$ cat src/rtl/mac_filter_pkg.sv
// mac_filter_pkg: shared constants, state encoding and helpers for the MAC address filter
package mac_filter_pkg;
  localparam int MAC_W = 48;
  localparam logic [MAC_W-1:0] BROADCAST_ADDR = 48'hFFFF_FFFF_FFFF;
  localparam int MCAST_BIT = 40;
  typedef enum logic [2:0] {SYNC, IDLE, DEST, SRC, PASS, DROP} state_t;
  function automatic logic [15:0] sat_inc(input logic [15:0] v);
    return &v ? v : v + 16'd1;
  endfunction
endpackage

$ cat src/rtl/mac_addr_match.sv
// mac_addr_match: combinational unicast table lookup, lowest matching index wins
module mac_addr_match
  import mac_filter_pkg::*;
#(
  parameter int NUM_ADDR = 4,
  parameter int IW = $clog2(NUM_ADDR) + 1
) (
  input  logic [MAC_W-1:0]          addr,
  input  logic [NUM_ADDR*MAC_W-1:0] mac_table,
  output logic                      hit,
  output logic [IW-1:0]             idx
);
  always_comb begin
    hit = 1'b0;
    idx = '0;
    for (int i = NUM_ADDR - 1; i >= 0; i--)
      if (mac_table[i*MAC_W +: MAC_W] == addr) begin
        hit = 1'b1;
        idx = IW'(i);
      end
  end
endmodule

$ cat src/rtl/mac_filter.sv
// mac_filter: strips dest/src addresses from a beat stream and passes payload of accepted frames
module mac_filter
  import mac_filter_pkg::*;
#(
  parameter int DW = 2,
  parameter int NUM_ADDR = 4,
  parameter logic [NUM_ADDR*MAC_W-1:0] MAC_TABLE = {NUM_ADDR{48'h69_69_5A_06_54_91}},
  parameter bit ACCEPT_BCAST = 1'b1,
  parameter bit ACCEPT_MCAST = 1'b0
) (
  input  logic                            clk,
  input  logic                            rst,
  input  logic                            axiiv,
  input  logic [DW-1:0]                   axiid,
  input  logic                            promisc,
  output logic                            axiov,
  output logic [DW-1:0]                   axiod,
  output logic [$clog2(NUM_ADDR):0]       match_idx,
  output logic                            frame_ok,
  output logic [15:0]                     drop_cnt,
  output logic [15:0]                     runt_cnt
);
  localparam int BEATS = MAC_W / DW;
  localparam int CW = $clog2(BEATS);
  localparam int MW = $clog2(NUM_ADDR) + 1;
  state_t state;
  logic [CW-1:0] count;
  logic [MAC_W-1:0] dest, addr;
  logic [MW-1:0] tbl_idx, sel_idx;
  logic last, tbl_hit, bcast, mcast, accept;
  assign addr = MAC_W'({dest, axiid});
  assign last = count == CW'(BEATS - 1);
  mac_addr_match #(.NUM_ADDR(NUM_ADDR), .IW(MW)) u_match (
    .addr(addr),
    .mac_table(MAC_TABLE),
    .hit(tbl_hit),
    .idx(tbl_idx)
  );
  assign bcast = ACCEPT_BCAST && addr == BROADCAST_ADDR;
  assign mcast = ACCEPT_MCAST && addr[MCAST_BIT];
  assign accept = promisc | tbl_hit | bcast | mcast;
  assign sel_idx = promisc ? '1 : tbl_hit ? tbl_idx : bcast ? MW'(NUM_ADDR) : MW'(NUM_ADDR + 1);
  // rst gates the pass-through so an aborted frame emits nothing in the reset cycle
  assign axiov = state == PASS && axiiv && !rst;
  assign axiod = axiov ? axiid : '0;
  always_ff @(posedge clk) begin
    if (rst) begin
      state     <= SYNC;
      count     <= '0;
      dest      <= '0;
      match_idx <= '1;
      frame_ok  <= 1'b0;
      drop_cnt  <= '0;
      runt_cnt  <= '0;
    end else begin
      frame_ok <= state == SRC && axiiv && last;
      case (state)
        SYNC: if (!axiiv) state <= IDLE;
        IDLE: if (axiiv) begin
          state <= DEST;
          dest  <= addr;
          count <= CW'(1);
        end
        DEST: if (!axiiv) begin
          state    <= IDLE;
          count    <= '0;
          runt_cnt <= sat_inc(runt_cnt);
        end else begin
          dest  <= addr;
          count <= last ? '0 : count + CW'(1);
          if (last) begin
            state <= accept ? SRC : DROP;
            if (accept) match_idx <= sel_idx;
            else drop_cnt <= sat_inc(drop_cnt);
          end
        end
        SRC: if (!axiiv) begin
          state    <= IDLE;
          count    <= '0;
          runt_cnt <= sat_inc(runt_cnt);
        end else begin
          count <= last ? '0 : count + CW'(1);
          if (last) state <= PASS;
        end
        // frame_ok is high only in the first PASS cycle: ending there means no payload
        PASS: if (!axiiv) begin
          state <= IDLE;
          if (frame_ok) runt_cnt <= sat_inc(runt_cnt);
        end
        DROP: if (!axiiv) state <= IDLE;
        default: state <= SYNC;
      endcase
    end
  end
endmodule

$ cat config.mk
export PLATFORM = sky130hd
export DESIGN_NAME = mac_filter
export DESIGN_NICKNAME = d
export VERILOG_FILES = /design/src/rtl/mac_filter_pkg.sv /design/src/rtl/mac_addr_match.sv /design/src/rtl/mac_filter.sv
export SDC_FILE = /design/constraint.sdc
export NUM_CORES = 1
export LEC_CHECK = 0
export CAP_MARGIN = 20
export CORE_MARGIN = 1
export CORE_UTILIZATION = 50
export CTS_CLUSTER_DIAMETER = 80
export DETAILED_ROUTE_END_ITERATION = 10
export GPL_ROUTABILITY_DRIVEN = 1
export PLACE_DENSITY = 0.73
export SLEW_MARGIN = 5
export SYNTH_ARGS = -nofsm -noshare
export SYNTH_HDL_FRONTEND = slang
export SYNTH_SLANG_ARGS = --single-unit
export TNS_END_PERCENT = 30
$ cat constraint.sdc
create_clock -name clk -period 2.9 [get_ports clk]
set_input_delay 0.87 -clock clk [delete_from_list [all_inputs] [get_ports clk]]
set_output_delay 0.87 -clock clk [all_outputs]
set_load 0.005 [all_outputs]
# == Yosys cells after proc, flatten, opt, wreduce, memory -nomap -nowiden ==
# Cells that the tools add are included.
# classes
mux,22
eq_ne,15
reduce_logical,19
bitwise,4
n_addsub,3
# ops
cell,count
$mux W16,4
$eq A47 B48 Y1 const A,1
$eq A48 B48 Y1 const B,1
$add A16 B1 Y16 const B,2
$pmux W16 S2,1
$reduce_and A16 Y1,2
$mux W3,9
$mux W5,3
$pmux W3 S4,1
$reduce_and A4 Y1,3
$ne A2 B2 Y1 const B,5
$pmux W5 S2,1
$eq A3 B2 Y1 const B,2
$eq A3 B3 Y1 const B,2
$ne A3 B3 Y1 const B,2
$add A5 B1 Y5 const B,1
$eq A5 B5 Y1 const B,1
$reduce_and A5 Y1,1
$logic_and A1 B1 Y1,4
$reduce_and A2 Y1,2
$reduce_bool A2 Y1,2
$reduce_or A2 Y1,2
$eq A3 B1 Y1 const B,1
$logic_not A3 Y1,1
6 further kinds,9
# totals
reg_bits,90
elab_cells,70
input_bits,6
output_inout_bits,39

# == Longest topological paths before layout ==
# Gate-level depths: netlist (run 1).
# logic_depth
ltp_word,8
ltp_mapped,8
ltp_nobuf,7

# == Cells and area by module ==
# A second synthesis (run 1) with hierarchy kept.
# hier_totals
hier_cells,777
hier_area_um2,6252.2
# modules_own_cells
mod,seq_area_each_um2,cells_per_inst,instances,area_per_inst_um2
mac_filter,1801.7,513,1,4116.4
mac_addr_match,0.0,264,1,2135.8

# == Least setup slack after synthesis (run 1) ==
# OpenSTA, ideal clock, no wires.
# synth_path
kind,input to output
start,input port axiiv
end,output port axiod[0]
path_slack_ns,0.354
path_buffers,1
arrival_time_ns,1.676
cell_stages,4
t_required_ns,2.030
path_cell_list,clkbuf_1 > nand2b_1 > nor3_1 > and2_1
# synth_via
elab_chain_cells,3
# synth_lines
element,line_no,text
from (decl),mac_filter.sv:13,"input logic axiiv,"
$logic_and A1 B1 Y1 (2 in series),mac_filter.sv:44,assign axiov = state == PASS && axiiv && !rst;
named net axiov,mac_filter.sv:16,"output logic axiov,"
$mux W2,mac_filter.sv:45,assign axiod = axiov ? axiid : '0;
to (decl),mac_filter.sv:17,"output logic [DW-1:0] axiod,"
# The timed path passes the listed nets, and every way through them passes these cells.

# == Final worst setup path (run 1) ==
# layout_path
start,input port axiiv
end,output port axiod[1]
# layout_via
elab_chain_cells,3
# layout_lines
element,line_no
$logic_and A1 B1 Y1 (2 in series),mac_filter.sv:44
$mux W2,mac_filter.sv:45
# Every way passes these cells.

==> results of run 1 <==
[synthesized netlist by cell type, drive strengths merged (2+ instances only)]
cell type	n
mux2	5
nand2b	5
ha	3
or4	10
nor2b	5
inv	3
a21oi	65
dfxtp	90
xor2	7
xnor2	8
and2	3
buf	11
nor4	15
clkbuf	18
nand3	14
nand2	116
o21bai	2
mux2i	2
nor3	10
a221o	2
and3	6
o21ai	7
a31oi	3
nand4	24
or2	3
or3	6
nor2	33
o31ai	8
[sequential cells by signal (all words and copies together), names as in the netlist]
register and flops:
count 5, dest 46, drop_cnt 16, frame_ok 1, match_idx 3, runt_cnt 16, state 3
[area by class of cell]
class | count | area share (%)
Sequential cell | 90 | 36.89
Clock buffer | 10 | 2.818
Tap cell | 102 | 2.613
Timing Repair Buffer | 61 | 12.27
Clock inverter | 6 | 1.101
Multi-Input combinational cell | 380 | 44.08
Inverter | 3 | 0.2305
[power by group through the flow]
stage / Sequential [W] / Clock [W] / Combinational [W]
after global placement: 0.00127 / 0 / 0.0000821
after floorplan: 0.00127 / 0 / 0.0000580
after global routing: 0.00125 / 0.000887 / 0.0000927
after CTS: 0.00125 / 0.000843 / 0.0000835
after detailed placement: 0.00127 / 0 / 0.0000831
final: 0.00125 / 0.000824 / 0.0000835
[per-layer routing]
| layer | vias up | wire length, um | track usage (%) |
|---|---|---|---|
| met2 | 76 | 3910 | 32.35 |
| li1 | 1860 | - | - |
| met4 | 0 | 82 | 6.026 |
| met1 | 1733 | 4432 | 30.97 |
| met5 | - | 0 | 0 |
| met3 | 9 | 343 | 3.202 |
[placed cells by master, fill, tap and decap left out, types with 3 or more instances in the layout]
cell type	n
nand2_1	113
dfxtp_1	90
a21oi_1	64
clkdlybuf4s50_1	39
nor2_1	33
nand4_1	24
nand3_1	14
buf_4	14
nor4_1	11
or4_1	10
clkbuf_8	10
nor3_1	9
o31ai_1	8
xnor2_1	8
o21ai_0	7
xor2_1	7
and3_1	6
nand2b_1	5
or3_1	5
nor2b_1	5
nor4_2	4
mux2_4	4
and2_1	3
inv_1	3
or2_2	3
ha_1	3
inv_6	3
dlygate4sd2_1	3
buf_12	3
[cell families (layout without fill, tap and decap cells)]
logic type	count (synthesis)	after routing	share of synthesized area (%)
XOR/XNOR	15	15	3.188
AND/OR/NAND/NOR	260	260	32.36
buffers and inverters	32	80	4.037
multiplexers	7	7	2.216
flip-flops	90	90	43.72
AO/OA/AOI/OAI	95	95	13.57
adder cells (fa/ha/maj)	3	3	0.9108
[worst max-delay path, cell delays in order]
cell           delay [ns]
dlygate4sd2_1        0.25
nand2b_1             0.11
nor3_1               0.05
buf_4                0.16
and2_1               0.14
dlygate4sd2_1        0.25
[repair_timing]
item	CTS	global route
hold endpoints to repair	0	0
gates cloned	0	0
pin swaps	1	0
gates resized for setup	3	1
setup buffers	1	0
endpoints found under the setup margin	3	1
[worst max path at each step]
stage                     to  depth (start not counted)
CTS                    axiov                          5
floorplan           axiod[0]                          4
global route        axiod[1]                          6
global placement    axiod[1]                          6
finish              axiod[1]                          6
detailed placement  axiod[0]                          6
[through the flow]
stage / instance area (um^2) / setup TNS, ns
floorplan: 4121 / 0
global placement: 4687 / -1.624
detailed placement: 4687 / -2.237
CTS: 4882 / 0
global route: 4885 / 0
finish: 4885 / 0
==> results_dict.tcl, run 1 <==
set metrics [dict create \
    setup_violations 0 \
    place_hpwl_mm 5.911 \
    cp.required_ns 2.03 \
    synth_top_area_share_pct 43.72 \
    r2r-start "runt_cnt[0]" \
    vdd_drop_max_uv 344.6 \
    drc 0 \
    finalCritPeriodShare_pct 93.63 \
    worst_pin_slew_ns 0.9482 \
    via_count 3678 \
    syn-num-nets 511 \
    holdPathStages 2 \
    path_clk_slew_ns 0.10 \
    synth_cell_types 58 \
    cts_buffer_depth 2 \
    p_leak_nw 1.595 \
    rows 32 \
    drive_above_1_share_pct 10.18 \
    switchingPower_w 0.0005342 \
    syn_to_final_growth_pct 18.52 \
    yosysSeqAreaShare_pct 43.72 \
    grt_pass1_wl_mm 14.90 \
    drt-total-wl_mm 8.768 \
    grt_max_degree 95 \
    die_w_um 92.79 \
    reg2reg_slack_ns 0.59 \
    critPathArrivalTime_ns 1.85 \
    hp-class "reg -> reg" \
    port_buffers 44 \
    die-area_mm2 0.008610 \
    max_slew_margin_pct 36.79 \
    clockRootBuffer "clkbuf_8" \
    finish.utilization_pct 62.24 \
    antenna_cells 0 \
    internal-power_w 0.001620 \
    core_region_area_mm2 0.007848 \
    drtIter0Drc 248 \
    regArea_mm2 0.001802 \
    antenna_left 0 \
    multi_input_area_mm2 0.002153 \
    avgSynthCellArea_um2 8.210 \
    synthFlopType "dfxtp_1" \
    cts_tree "yes" \
    cts_sinks 90 \
    yosysWarnings 0 \
    grt_pass1_vias 3183 \
    min_to "dest[45]" \
    hold_viol_final 0 \
    fin_nets 554 \
    ys_async_sr_fraction_pct 0 \
    fmax_mhz 368.3 \
    rsz0062_at_grt "no" \
    die_h_um 92.79 \
    pwr_density_cell_mw_per_mm2 440.9 \
    cap_violations 0 \
    pre_cts_ws_ns -0.3736 \
    fin_ws_ns 0.1849 \
    overflow 0 \
    fin_cells 652 \
    reg2regPathDepth 7 \
    combPwrFrac_pct 3.9 \
    critPathMaxFanout 3 \
    netlist_area_mm2 0.004121 \
    yosys-top-cells-area "dfxtp_1 (44%), nand2_1 (10%), a21oi_1 (7.8%), nand4_1 (3.6%), nor2_1 (3.0%)" \
    syn_inst 502 \
    ys_ff_latch 90 \
    critPathKind "in -> out" \
    period_needed_ns 2.715 \
    track_usage_pct 21.23 \
    holdWs_ns 0.4645 \
    antenna_found_initial 0 \
    p_sw_share_pct 24.80 \
    synth_top_cell_by_area "dfxtp_1" \
    critPathLaunchType "primary input" \
    cts_max_level 3 \
    numCtsBuffers 9 \
    min-delay-start "dest[43]" \
    routabilityCongestion 0.8028 \
    pin_count 45 \
    dp_cells 635 \
    status "completed" \
    finClkSkew_ns 0.01169 \
    finalPower_w 0.002154 \
    n_fill_cell 734 \
    synth_edf_count 0 \
    slew_viol_final 0 \
    initial_core_util_pct 52.52 \
    p_clk_share_pct 38.3 \
    hold_buffers 0 \
    detail_route.wl_per_cell_um 13.45 \
    end_kind "output port" \
    rr_endpoint "runt_cnt[14]" \
    post_drt_via_cell_ratio 5.641 \
    startpoint "axiiv" \
    worstSkewPairLatency_ns 0.36 \
    pwr-share-seq_pct 57.9 \
    dr.pass1.iters 4 \
]
Power figures use the tool's default switching activity.
==> run 2: changes to the inputs <==
--- a/config.mk
+++ b/config.mk
@@ -11,9 +11,10 @@
 export CTS_CLUSTER_DIAMETER = 80
 export DETAILED_ROUTE_END_ITERATION = 10
 export GPL_ROUTABILITY_DRIVEN = 1
-export PLACE_DENSITY = 0.73
+export PLACE_DENSITY = 0.71
 export SLEW_MARGIN = 5
 export SYNTH_ARGS = -nofsm -noshare
 export SYNTH_HDL_FRONTEND = slang
+export SYNTH_HIERARCHICAL = 1
 export SYNTH_SLANG_ARGS = --single-unit
 export TNS_END_PERCENT = 30
==> constraint.sdc (replaced) <==
create_clock -name clk -period 2.9 [get_ports clk]
set_input_delay 0.87 -clock clk [delete_from_list [all_inputs] [get_ports clk]]
set_output_delay 0.87 -clock clk [all_outputs]
set_load 0.02 [all_outputs]
==> run 2 against run 1 <==
Sequential cell count is the same. Clock skew shrank 0.0029 ns. Combinational power increased to 3.9 times the previous value. First-iteration DRC count rose by 49%. Register-to-register slack worse by 0.51 ns. Non-clock buffer count up 42. Setup slack worse by 0.16 ns. Maximum frequency decreased by 5.5%. Worst hold slack better by 0.038 ns. Clock-buffer cell count unchanged. Utilization rose by 6.2 points. Critical path type is now in -> reg.
==> results_dict.tcl, run 2 <==
set metrics [dict create \
    status "completed" \
    top_register "dest" \
    hold_viol_final 0 \
    critPathArrivalTime_ns 3.16 \
    n_fill_cell 1054 \
    netlist_area_mm2 0.006252 \
    drt-total-wl_mm 17.25 \
    ys_top_cells_by_count "xor2_1 (156), nand2_1 (107), dfxtp_1 (90), a21oi_1 (69), nand4_1 (51)" \
    critPathMaxFanout 7 \
    largest_reg_flops 46 \
    path_clk_slew_ns 0.07 \
    ys_async_sr_fraction_pct 0 \
    slew_viol_final 0 \
    hp-class "reg -> reg" \
    synth_top_cell_by_area "dfxtp_1" \
    synth_cell_types 55 \
    antenna_cells 0 \
    crit_family "simple AND/OR/NAND/NOR gates" \
    slowest_stage "or4_4" \
    cts_max_level 3 \
    synthFlopType "dfxtp_1" \
    finalCritPeriodShare_pct 99.10 \
    detail_route.wl_per_cell_um 14.11 \
    fin_nets 1058 \
    die-area_mm2 0.01296 \
    clockRootBuffer "clkbuf_16" \
    pwr_density_cell_mw_per_mm2 328.9 \
    min-delay-start "count[4]" \
    cts_tree "yes" \
    path_buf_inv 3 \
    reg.largest.list "dest x46, drop_cnt x16, runt_cnt x16" \
    final_common_cell "conb_1" \
    finish.utilization_pct 68.48 \
    synth_edf_count 0 \
    critical_path.most_common_cell "buf_6" \
    dr.pass1.iters 5 \
    drive_above_1_share_pct 10.82 \
    final_area_mm2 0.008294 \
    final_cell_mix "conb_1 (193), xor2_1 (154), nand2_1 (107)" \
    hold_buffers 0 \
    die_w_um 113.8 \
    critPathKind "in -> reg" \
    finClkSkew_ns 0.008776 \
    via_count 6002 \
    max_slew_margin_pct 31.13 \
    post_drt_via_cell_ratio 4.912 \
    crit_chain "buf_6 -> buf_12 -> xor2_1 -> nor4_1 -> nand4_1 -> nor3_2 -> nor2_1 -> nand2_1 -> or2_4 -> buf_6 -> or3_4 -> or4_4 -> a21oi_2" \
    rsz0062_at_grt "yes" \
    p_leak_nw 3.542 \
    overflow 0 \
    reg2reg_slack_ns 0.08 \
    dpl_cell_area_mm2 0.007931 \
    pwr-share-seq_pct 45.8 \
    syn_inst 777 \
    setup_violations 0 \
    internal-power_w 0.001959 \
    ys_ff_latch 90 \
    fin_ws_ns 0.02598 \
    drc 0 \
    critPathLaunchType "primary input" \
    core_region_area_mm2 0.01211 \
    initial_core_util_pct 51.62 \
    cts_buffer_depth 2 \
    grt_pass1_wl_mm 27.89 \
    worstSkewPairLatency_ns 0.36 \
    cp.required_ns 3.18 \
    vdd_drop_max_uv 297.9 \
    yosys.cell_count.top_type "xor2_1" \
    grt_max_degree 99 \
    fmax_mhz 347.9 \
    r2r-start "dest[10]" \
    yosysSeqAreaShare_pct 28.82 \
    die_h_um 113.8 \
    port_buffers 44 \
    yosysWarnings 6 \
    syn_to_final_growth_pct 32.66 \
    synth_top_area_share_pct 28.82 \
    period_needed_ns 2.874 \
    pre_cts_ws_ns -0.7259 \
    worst_pin_slew_ns 1.033 \
    yosys-top-cells-area "dfxtp_1 (29%), xor2_1 (22%), xnor2_1 (6.9%), nand2_1 (6.4%), a21oi_1 (5.5%)" \
    antenna_found_initial 0 \
    antenna_left 0 \
    avgSynthCellArea_um2 8.047 \
    numCtsBuffers 9 \
    pin_count 45 \
    cts_sinks 90 \
    rows 40 \
    switchingPower_w 0.0007685 \
    drtIter0Drc 369 \
    grt_pass1_vias 5449 \
    track_usage_pct 27.92 \
    p_sw_share_pct 28.17 \
    end_kind "register" \
    combPwrFrac_pct 12.1 \
    p_clk_share_pct 42.2 \
    slowest_delay_ns 0.51 \
    place_hpwl_mm 12.20 \
    routabilityCongestion 0.8599 \
    cap_violations 0 \
    startpoint "axiid[0]" \
]
run 2: changes by cell type in the layout (fill, tap and decap cells not counted), sizes merged, moves of 7 or more:
| cell | delta |
|---|---|
| xnor2 | +41 |
| conb | +193 |
| nand4 | +27 |
| buf | +46 |
| nand2 | -8 |
| nor2b | +7 |
| nor4 | +30 |
| xor2 | +149 |
run 2: path summary, 6_finish.rpt:
check | end | cells past startpoint
min reg2reg | count[4] | 2
max | drop_cnt[12] | 13
min | count[4] | 2
max reg2reg | drop_cnt[12] | 12
run 2: logic make-up after synthesis:
logic type               after synthesis  share of synthesized area [%]
AND/OR/NAND/NOR                      324                          27.48
XOR/XNOR                             205                          28.72
AO/OA/AOI/OAI                        105                          9.706
flip-flops                            90                          28.82
buffers and inverters                 36                          2.581
multiplexers                          11                          1.921
adder cells (fa/ha/maj)                3                         0.6004
other                                  3                         0.1801
run 2: routing by layer:
metal | vias up | GRT usage (%) | part of all wire, %
met1 | 2761 | 36.46 | 47
met5 | - | 0 | 0
li1 | 3076 | - | -
met2 | 135 | 46.46 | 46
met4 | 0 | 12.12 | 2.5
met3 | 30 | 3.348 | 4.6
run 2: timing repair:
item                                    CTS  global route
endpoints found under the hold margin     0             0
gates resized for setup                  22            18
pin swaps                                13            14
endpoints found under the setup margin   19             5
setup buffers                             2             1
run 2: power by group through the flow:
stage / combinational (W) / sequential [W] / clock, W
after floorplan: 0.000240 / 0.00128 / 0
after global placement: 0.000310 / 0.00128 / 0
after detailed placement: 0.000313 / 0.00128 / 0
after CTS: 0.000317 / 0.00125 / 0.00116
after global routing: 0.000366 / 0.00125 / 0.00122
final: 0.000329 / 0.00125 / 0.00115
run 2: cell type report:
class	count	area, um^2	share of cell area [%]
well taps	168	210.2	2.534
clock buffers	10	229.0	2.761
repair buffers	103	928.4	11.19
flip-flops and latches	90	1803	21.74
inverters	4	15.01	0.1810
clock inverters	6	51.30	0.6185
multi-input cells	841	5057	60.97
run 2: per-stage QoR:
stage / cells / setup TNS (ns) / power (W) / hold slack, ns
floorplan: 967 / -0.1274 / 0.001517 / 0.4541
global placement: 1203 / -10.82 / 0.001587 / 0.4823
detailed placement: 1203 / -11.33 / 0.001590 / 0.4813
CTS: 1221 / 0 / 0.002726 / 0.5007
global route: 1222 / -0.01279 / 0.002833 / 0.5368
finish: 1222 / 0 / 0.002728 / 0.5024
run 2: worst register-to-register path: cells and delay by family, from the launching register on:
| kind | cells | cell delay, ns |
|---|---|---|
| xor gates and xnor gates | 1 | 0.21 |
| buffers and inverters | 2 | 0.26 |
| DFF | 1 | 0.45 |
| and+or+nand+nor | 8 | 1.70 |
| AOI/OAI and AO/OA | 1 | 0.12 |
==> run 3: changes to the inputs <==
--- a/config.mk
+++ b/config.mk
@@ -11,10 +11,9 @@
 export CTS_CLUSTER_DIAMETER = 80
 export DETAILED_ROUTE_END_ITERATION = 10
 export GPL_ROUTABILITY_DRIVEN = 1
-export PLACE_DENSITY = 0.71
+export PLACE_DENSITY = 0.73
 export SLEW_MARGIN = 5
 export SYNTH_ARGS = -nofsm -noshare
 export SYNTH_HDL_FRONTEND = slang
-export SYNTH_HIERARCHICAL = 1
 export SYNTH_SLANG_ARGS = --single-unit
 export TNS_END_PERCENT = 30
==> run 3 against run 2 <==
Design area fell by 41%. Utilization fell by 6.3 points. Non-clock buffer count fell by 37. Global-route usage fell by 6.0 points. Combinational power fell by 73%. Clock skew rose by 0.0036 ns. Setup slack improved by 0.019 ns. Via count fell by 39%. Sequential share of layout area rose by 15 points. Maximum frequency rose by 0.66%. Critical path type is now in -> out.
==> results_dict.tcl, run 3 (synthesized netlist as in run 1, its figures left out) <==
set metrics [dict create \
    path_clk_slew_ns 0.09 \
    reg.largest.list "dest x46, drop_cnt x16, runt_cnt x16" \
    grt_max_degree 95 \
    port_buffers 44 \
    dp_cells 641 \
    grt_pass1_wl_mm 15.28 \
    vdd_drop_max_uv 340.1 \
    fmax_mhz 350.2 \
    slew_viol_final 0 \
    rsz0062_at_grt "no" \
    critPathLaunchType "primary input" \
    post_cts_buffers 0 \
    hold_viol_final 0 \
    setup_violations 0 \
    path_buf_inv 2 \
    initial_core_util_pct 52.52 \
    detail_route.wl_per_cell_um 13.39 \
    cts_buffer_depth 2 \
    drive_above_1_share_pct 11.55 \
    grt_pass1_vias 3395 \
    pwr_density_cell_mw_per_mm2 426.3 \
    critPathArrivalTime_ns 1.99 \
    drtIter0Drc 220 \
    die_w_um 92.79 \
    track_usage_pct 21.96 \
    n_fill_cell 726 \
    p_leak_nw 1.587 \
    worstSkewPairLatency_ns 0.36 \
    status "completed" \
    numCtsBuffers 9 \
    finClkSkew_ns 0.01240 \
    end_kind "output port" \
    final_area_mm2 0.004882 \
    via_count 3632 \
    overflow 0 \
    rows 32 \
    multi_input_area_mm2 0.002165 \
    period_needed_ns 2.855 \
    cap_violations 0 \
    antenna_cells 0 \
    antenna_left 0 \
    cp.required_ns 2.03 \
    fin_nets 559 \
    holdWs_ns 0.4638 \
    crit_chain "clkdlybuf4s50_1 -> nand2b_1 -> nor3_4 -> and2_1 -> buf_2" \
    critPathKind "in -> out" \
    critPathMaxFanout 3 \
    top_register "dest" \
    post_drt_via_cell_ratio 5.537 \
    dpl_cell_area_mm2 0.004725 \
    worst_pin_slew_ns 0.9535 \
    place_hpwl_mm 5.850 \
    fin_setup_tns_ns 0 \
    syn_to_final_growth_pct 18.46 \
    core_region_area_mm2 0.007848 \
    routabilityCongestion 0.7785 \
    finalCritPeriodShare_pct 98.46 \
    cts_max_level 3 \
    regArea_mm2 0.001802 \
    crit_family "buffers and inverters" \
    clockRootBuffer "clkbuf_8" \
    pin_count 45 \
    final_common_cell "nand2_1" \
    slowest_delay_ns 0.48 \
    cts_tree "yes" \
    antenna_found_initial 0 \
    die_h_um 92.79 \
    dr.pass1.iters 4 \
    finalPower_w 0.002081 \
    fin_cells 656 \
    max_slew_margin_pct 36.43 \
    drc 0 \
    cts_sinks 90 \
    slowest_stage "clkdlybuf4s50_1" \
    hp-class "reg -> reg" \
    final_cell_mix "nand2_1 (113), dfxtp_1 (90), a21oi_1 (64)" \
    die-area_mm2 0.008610 \
    drt-total-wl_mm 8.785 \
    largest_reg_flops 46 \
]
run 3: changes by cell type in the layout (fill, tap and decap cells not counted), sizes merged, moves of 7 or more:
cell and delta:
buf -38, conb -193, nand2 +8, nand4 -27, nor2b -7, nor4 -30, xnor2 -41, xor2 -149
run 3: cell type report:
type	instances	area share [%]
inverters	3	0.2307
flip-flops and latches	90	36.90
clock buffers	9	2.537
multi-input cells	380	44.34
repair buffers	66	12.56
clock inverters	6	0.8201
well taps	102	2.614
run 3: worst paths after layout:
kind               startpoint     endpoint  slack (ns)  cells past startpoint
hold / removal       dest[38]     dest[40]        0.46                      2
setup reg to reg  runt_cnt[0]  runt_cnt[4]        0.63                      8
hold reg to reg      dest[38]     dest[40]        0.46                      2
setup / recovery        axiiv     axiod[0]        0.04                      5
run 3: stage by stage:
stage | setup WS (ns) | util [%]
3_5_place_dp | -0.5017 | 60.20
2_1_floorplan | 0.1200 | -
4_1_cts | 0.03273 | 62.21
5_1_grt | 0.003734 | 62.21
3_3_place_gp | -0.4564 | 60.20
6_report | 0.04471 | 62.21
run 3: power breakdown:
group	internal, W	switching (W)	total (W)	leakage (nW)
Combinational	0.0000295	0.0000601	0.0000896	0.776
Clock	0.000308	0.000440	0.000748	0.0856
Sequential	0.00124	0.00000489	0.00124	0.725
run 3: layer usage:
layer / up-vias / part of all wire (%) / global-route usage [%]
met5: - / 0 / 0
met4: 0 / 1.6 / 9.359
met3: 11 / 4.3 / 4.105
met2: 68 / 44 / 34.07
met1: 1685 / 50 / 29.79
li1: 1868 / - / -
run 3: what timing repair did:
item | 4_1_cts | 5_1_grt
gates resized for setup | 13 | 0
hold buffers | 0 | 0
setup endpoints to repair | 3 | 0
run 3: worst reg2reg max path, cell delays in order, from the launching register on:
cell and delay [ns]:
dfxtp_1 0.42, ha_1 0.20, inv_1 0.07, nor4_1 0.62, a31oi_2 0.28, buf_4 0.22
nand4_1 0.10, xor2_1 0.17, nor2_1 0.05
